--- config.mk ---
export PLATFORM = sky130hd
export DESIGN_NAME = rv32imf_irq_wake_ctrl
export DESIGN_NICKNAME = d
export VERILOG_FILES = /design/src/rtl/rv32imf_pkg.sv /design/src/rtl/rv32imf_irq_prio_enc.sv /design/src/rtl/rv32imf_irq_wake_ctrl.sv
export SDC_FILE = /design/constraint.sdc
export NUM_CORES = 1
export LEC_CHECK = 0
export BUFFER_PORTS_ARGS = -buffer_cell sky130_fd_sc_hd__buf_2
export CELL_PAD_IN_SITES_DETAIL_PLACEMENT = 0
export CELL_PAD_IN_SITES_GLOBAL_PLACEMENT = 1
export CORE_ASPECT_RATIO = 1.75
export CORE_MARGIN = 2
export CORE_UTILIZATION = 36
export CTS_BUF_LIST = sky130_fd_sc_hd__clkbuf_8
export DETAILED_ROUTE_END_ITERATION = 16
export GPL_ROUTABILITY_DRIVEN = 0
export PLACE_DENSITY = 0.86
export SLEW_MARGIN = 20
export SYNTH_ARGS = -nofsm -noshare
export SYNTH_HDL_FRONTEND = slang
export SYNTH_HIERARCHICAL = 1
export SYNTH_SLANG_ARGS = --single-unit
--- constraint.sdc ---
create_clock -name clk_i -period 3.2 [get_ports clk_i]
set_input_delay 0.32 -clock clk_i [delete_from_list [all_inputs] [get_ports clk_i]]
set_output_delay 0.32 -clock clk_i [all_outputs]
set_load 0.005 [all_outputs]
--- src/rtl/rv32imf_pkg.sv ---
// Shared definitions for the rv32imf interrupt path: fixed interrupt ids
// and the interrupt-request FSM state encoding.
package rv32imf_pkg;

    localparam logic [4:0] IRQ_MSI     = 5'd3;
    localparam logic [4:0] IRQ_MTI     = 5'd7;
    localparam logic [4:0] IRQ_MEI     = 5'd11;
    localparam logic [4:0] IRQ_FAST_LO = 5'd16;

    typedef enum logic [1:0] {
        IRQ_IDLE,
        IRQ_REQ,
        IRQ_HOLD
    } irq_fsm_e;

endpackage

--- src/rtl/rv32imf_irq_prio_enc.sv ---
// Combinational priority encoder over a 32-bit pending vector.
// Order, highest first: 31..16 (fast), 11 (MEI), 3 (MSI), 7 (MTI).
// Every other bit is ignored.
module rv32imf_irq_prio_enc
    import rv32imf_pkg::*;
(
    input  logic [31:0] pending,
    output logic [4:0]  best_id,
    output logic        best_valid
);

    // Lowest priority is assigned first so that later, higher-priority hits overwrite it.
    always_comb begin
        // NOTE: every output gets a default first so no path can infer a latch.
        best_id    = '0;
        best_valid = 1'b0;
        if (pending[IRQ_MTI]) begin
            best_id    = IRQ_MTI;
            best_valid = 1'b1;
        end
        if (pending[IRQ_MSI]) begin
            best_id    = IRQ_MSI;
            best_valid = 1'b1;
        end
        if (pending[IRQ_MEI]) begin
            best_id    = IRQ_MEI;
            best_valid = 1'b1;
        end
        for (int i = 16; i < 32; i++) begin
            if (pending[i]) begin
                best_id    = 5'(i);
                best_valid = 1'b1;
            end
        end
    end

endmodule

--- src/rtl/rv32imf_irq_wake_ctrl.sv ---
// Interrupt capture, prioritisation and wake-request generation.
// Runs on the ungated clock so a pending interrupt can wake a sleeping core.
// Optional macro IRQ_SYNC_EN: adds a 2-flop synchroniser in front of the
// capture register for asynchronous interrupt sources.
module rv32imf_irq_wake_ctrl
    import rv32imf_pkg::*;
#(
    parameter int NUM_IRQ     = 32,
    parameter int HOLD_CYCLES = 1
) (
    input  logic               clk_i,
    input  logic               rst_n,
    input  logic [NUM_IRQ-1:0] irq_i,
    input  logic [NUM_IRQ-1:0] mie_i,
    input  logic               m_ie_i,
    input  logic               debug_mode_i,
    input  logic               irq_ack_i,
    input  logic [4:0]         irq_ack_id_i,
    output logic               irq_req_o,
    output logic [4:0]         irq_id_o,
    output logic [NUM_IRQ-1:0] mip_o,
    output logic               wake_from_sleep_o
);

    localparam logic [1:0] HOLD_INIT = 2'(HOLD_CYCLES);

    logic [NUM_IRQ-1:0] irq_src;
    logic [NUM_IRQ-1:0] irq_q;
    logic [NUM_IRQ-1:0] pending;
    logic [31:0]        pend32;
    logic [4:0]         best_id;
    logic               best_valid;
    logic               wake_q;

    irq_fsm_e   state_q, state_d;
    logic [1:0] cnt_q, cnt_d;
    logic [4:0] id_q, id_d;

`ifdef IRQ_SYNC_EN
    logic [NUM_IRQ-1:0] sync_q1, sync_q2;

    // Two-stage synchroniser for interrupt lines from other clock domains.
    always_ff @(posedge clk_i or negedge rst_n) begin
        if (!rst_n) begin
            sync_q1 <= '0;
            sync_q2 <= '0;
        end else begin
            sync_q1 <= irq_i;
            sync_q2 <= sync_q1;
        end
    end

    assign irq_src = sync_q2;
`else
    assign irq_src = irq_i;
`endif

    // Capture interrupt levels every cycle; this register is also the mip view.
    always_ff @(posedge clk_i or negedge rst_n) begin
        // NOTE: flop state uses non-blocking assignment so all registers update together.
        if (!rst_n) irq_q <= '0;
        else        irq_q <= irq_src;
    end

    assign pending = irq_q & mie_i;
    assign mip_o   = irq_q;

    // Widen to 32 bits; lines beyond NUM_IRQ-1 read as zero.
    always_comb begin
        pend32               = '0;
        pend32[NUM_IRQ-1:0]  = pending;
    end

    rv32imf_irq_prio_enc u_prio_enc (
        .pending    (pend32),
        .best_id    (best_id),
        .best_valid (best_valid)
    );

    // Wake ignores mstatus.MIE and debug mode: WFI must resume on any enabled pending source.
    always_ff @(posedge clk_i or negedge rst_n) begin
        if (!rst_n) wake_q <= 1'b0;
        else        wake_q <= |pending;
    end

    assign wake_from_sleep_o = wake_q;

    // FSM state, hold counter and frozen request id.
    always_ff @(posedge clk_i or negedge rst_n) begin
        if (!rst_n) begin
            state_q <= IRQ_IDLE;
            cnt_q   <= '0;
            id_q    <= '0;
        end else begin
            state_q <= state_d;
            cnt_q   <= cnt_d;
            id_q    <= id_d;
        end
    end

    // Next-state logic: pick in IDLE, freeze in REQ, back off in HOLD after an ack.
    always_comb begin
        state_d = state_q;
        cnt_d   = cnt_q;
        id_d    = id_q;
        unique case (state_q)
            IRQ_IDLE: begin
                if (best_valid && m_ie_i && !debug_mode_i) begin
                    id_d    = best_id;
                    state_d = IRQ_REQ;
                end
            end
            IRQ_REQ: begin
                // A matching ack wins over a simultaneous withdraw.
                if (irq_ack_i && (irq_ack_id_i == id_q)) begin
                    cnt_d   = HOLD_INIT;
                    state_d = IRQ_HOLD;
                end else if (!pend32[id_q] || !m_ie_i || debug_mode_i) begin
                    state_d = IRQ_IDLE;
                end
            end
            IRQ_HOLD: begin
                if (cnt_q <= 2'd1) begin
                    cnt_d   = '0;
                    state_d = IRQ_IDLE;
                end else begin
                    cnt_d = cnt_q - 2'd1;
                end
            end
            default: state_d = IRQ_IDLE;
        endcase
    end

    assign irq_req_o = (state_q == IRQ_REQ);
    assign irq_id_o  = id_q;

endmodule

Yosys cells after proc, flatten, opt, wreduce, memory -nomap -nowiden
Cells that the tools add are included.
- shift-type cells: 0
- multiply operators: 0
- reduce and logical (&&, ||, !) cells: 14
- multiplexer cells: 48
- bitwise operators: 1
- $add $sub $neg: 1
- order comparisons: 2
- divide/modulo/power cells: 0
- equality and inequality tests: 7
- operator list (cell ; number):
    5-bit two-way mux ; 16
    32-bit bitwise AND ; 1
    32-bit OR reduction ; 1
    1-bit two-way mux ; 20
    2-bit two-way mux ; 6
    5-bit by 6-bit < comparator with 1-bit output (second input constant) ; 1
    3-bit two-way mux ; 2
    2-bit case mux with 3 select lines ; 1
    1-bit binary-select mux with 5-bit select ; 1
    5-bit equality test ; 1
    4-bit two-way mux ; 1
    2-bit inequality test (second input constant) ; 2
    2-bit case mux with 2 select lines ; 1
    2-bit AND reduction ; 2
    1-bit logical AND ; 3
    1-bit zero test ; 3
    3-bit by 1-bit inequality test with 1-bit output (second input constant) ; 1
    3-bit AND reduction ; 1
    2-bit by 1-bit equality test with 1-bit output (second input constant) ; 1
    2-bit equality test (second input constant) ; 1
    2-bit by 1-bit <= comparator with 1-bit output (second input constant) ; 1
    2-bit zero test ; 1
    1-bit logical OR ; 2
    2-bit by 1-bit inequality test with 1-bit output (second input constant) ; 1
    2 further kinds ; 2
- memories: 0
- word-level logic and storage cells: 78
- RAM bits: 0
- output and inout bits: 39
- input bits: 74
- bits in read-only memories: 0
- register bits: 42
- bits in latches: 0

Longest topological paths before layout
- depth after elaboration: 24
- depth in mapped cells: 8
- gate-level depth less buffers: 8

By module
Netlist, hierarchy kept.
- modules (own cells, without submodules) (module ; area each (µm²) ; seq. area each (µm²) ; instances ; cells an instance):
    rv32imf_irq_wake_ctrl ; 1869.3 ; 1051.0 ; 1 ; 168
    rv32imf_irq_prio_enc ; 209.0 ; 0.0 ; 1 ; 36

Least setup slack after synthesis
Ideal clock, no wire load.
- path kind: flip-flop to flip-flop
- start point: reg irq_q[24], in the netlist mip_o[24]
- end point: reg wake_q, in the netlist wake_from_sleep_o
- stages on the path, launching flop included: 5
- path buffers: 0
- slack: 1.134 ns
- setup time: 0.138 ns
- arrival: 1.928 ns
- clock period less this slack: 2.066 ns
- data required time: 3.062 ns
- path through: dfrtp_1 and2_4 or4_1 or4_1 or4_1
- cells in the longest elaborated chain, start to end: 2
- RTL lines (item ; RTL line ; text):
    from (decl) ; rv32imf_irq_wake_ctrl.sv:28 ; logic [NUM_IRQ-1:0] irq_q;
    from (signal assigned) ; rv32imf_irq_wake_ctrl.sv:62 ; else irq_q <= irq_src;
    32-bit bitwise AND ; rv32imf_irq_wake_ctrl.sv:65 ; assign pending = irq_q & mie_i;
    net pend32[24] ; rv32imf_irq_wake_ctrl.sv:30 ; logic [31:0] pend32;
    32-bit OR reduction ; rv32imf_irq_wake_ctrl.sv:83 ; else wake_q <= |pending;
    to (signal assigned) ; rv32imf_irq_wake_ctrl.sv:83 ;
    to (decl) ; rv32imf_irq_wake_ctrl.sv:33 ; logic wake_q;
The timed path passes the listed nets, and every way through them passes these cells.
A chain may end at the register's enable or synchronous reset.

Worst setup path after layout
Same ends and word-level chain as after synthesis.

==> qor.yml <==
power.density_nw_per_um2: 462
nFillCells: 542
insertion_delay_ps: 290
post-cts-setup-buffers: 0
synth.net_count: 275
cts_buffer_depth: 2
detail_route.wl_per_cell_um: 14.4
clkPwrFrac_pct: 31.5
p_seq_share_pct: 47.1
vias: 1960
clkSinkCount: 42
syn_avg_cell_area_um2: 10.3
grtUsageTotal_pct: 19.0
finalWorstSetupSlack_ps: 1100
cts_made_buffers: 5
cp-startpoint: "mip_o[24]"
place_ws_ps: 1080
path_clk_slew_ps: 80
p_leak_nw: 1.35
p_int_mw: 0.936
die_y_um: 104
crit_type: "reg2reg"
dieArea_um2: 6390
multiInputGateArea_um2: 952
cts-root-buf: "clkbuf_8"
finalWirelength_mm: 5.67
required_ps: 3360
crit_path_top_delay_cell: "or4_1"
syn_to_final_growth_pct: 36.5
cap_violations: 0
yosysWarnings: 6
postCtsHoldBufs: 0
relSlewSlack_pct: 40.1
core_area_um2: 5540
hp-start: "irq_i[12]"
setup_tns_ps: 0
diodes: 0
start_kind: "register"
antenna_found_initial: 0
ff2ff_setup_slack_ps: 1100
worst_path_largest_cell_delay_ps: 500
netlist_instances: 201
place_area_um2: 2710
start_util_pct: 37.3
fin_area_um2: 2820
seq_area_um2: 1050
via_per_inst: 4.99
ctsResizeCount: 0
fin_skew_ps: 5.34
rows: 36
max_freq_mhz: 477
period_minus_slack_ps: 2100
postLayoutCoreUtil_pct: 50.9
grt_pass1_wl_mm: 9.16
slew_viol_final: 0
swShare_pct: 28.1
hpwl_mm: 4.58
hold_path_class: "in2reg"
ios: 113
drt-pass1-iter-count: 4
overflow: 0
drive_above_1_share_pct: 41.6
io_buffers: 112
route.detailed.drc: 0
max_slew.worst_pin.slew_ps: 899
p_sw_mw: 0.367
r2r_start: "mip_o[24]"
synth_area_um2: 2070
peakVddDrop_mv: 0.299
combPwrFrac_pct: 21.4
drt_iter0_markers: 45
crit_fanout: 5
finalSetupViolCount: 0
arrival_ps: 2260
final_hold_viol_count: 0
path_cells: "and2_4 > or4_1 > or4_1 > or4_1"
cts_tree: "yes"
rsz0062_at_grt: "false"
status: "finished clean"
h-tree-depth: 2
grt_start_max_net_pins: 43
final_antenna_net_count: 0
timing.final.crit_share_pct: 65.5
crit_path_frequent_cell: "or4_1"
end_kind: "register"
fp.dieW_um: 61.3
num-nets-final: 390
grt_pass1_vias: 2038
==> metal layers <==
| layer | up-vias | wire length [µm] | GRT usage [%] |
|---|---|---|---|
| li1 | 963 | - | - |
| met5 | - | 0 | 0 |
| met1 | 908 | 2120 | 20.8 |
| met2 | 77 | 3100 | 33.7 |
| met4 | 0 | 147 | 7.76 |
| met3 | 12 | 305 | 3.36 |
==> final timing paths <==
check	to	depth (start not counted)
max	wake_from_sleep_o	4
min	mip_o[12]	1
max reg2reg	wake_from_sleep_o	4
min reg2reg	cnt_q[1]	1
max in group asynchronous	mip_o[20]	1
min in group asynchronous	mip_o[9]	1
==> power groups by stage <==
stage / registers (mW) / logic (mW) / clock network (mW)
global placement: 0.624 / 0.279 / 0
finish: 0.613 / 0.278 / 0.411
CTS: 0.615 / 0.280 / 0.422
floorplan: 0.602 / 0.169 / 0
global route: 0.622 / 0.312 / 0.439
detailed placement: 0.626 / 0.278 / 0
==> sequential cells by signal, indices dropped and copies added (netlist names) <==
| name | cells |
|---|---|
| cnt_q | 2 |
| irq_id_o | 5 |
| mip_o | 32 |
| state_q | 2 |
| wake_from_sleep_o | 1 |
==> stage by stage <==
stage,std cells,hold slack (ps),power (mW)
floorplan,201,24.4,0.771
global placement,385,427,0.903
detailed placement,385,429,0.904
CTS,393,120,1.32
global route,393,117,1.37
finish,393,128,1.30
==> final cells by class <==
| cell class | instances | share of cell area [%] |
|---|---|---|
| tap | 76 | 3.37 |
| clock inverter | 3 | 1.46 |
| clock buffer | 5 | 2.44 |
| inverter | 12 | 1.60 |
| multi-input combinational | 142 | 33.7 |
| sequential | 42 | 37.3 |
| timing repair buffer | 113 | 20.1 |
==> worst max-delay path: cells and delay by family (launching register included) <==
kind | cells | cell delay (ps)
simple gates | 4 | 1590
flops | 1 | 380
==> cell usage in the layout, fill, tap and decap left out, types with 4 or more instances in the layout <==
cell type / count
o211ai_1: 5
a21oi_1: 4
xor2_1: 4
mux2_2: 4
nand3_1: 11
nor2_1: 11
nand4b_1: 5
or4_1: 4
nand2_1: 17
inv_1: 13
buf_2: 112
o21ai_0: 4
dfrtp_1: 42
and2_1: 21
nor4_1: 8
clkbuf_8: 5
No activity file was read; power rests on OpenSTA's default activity.
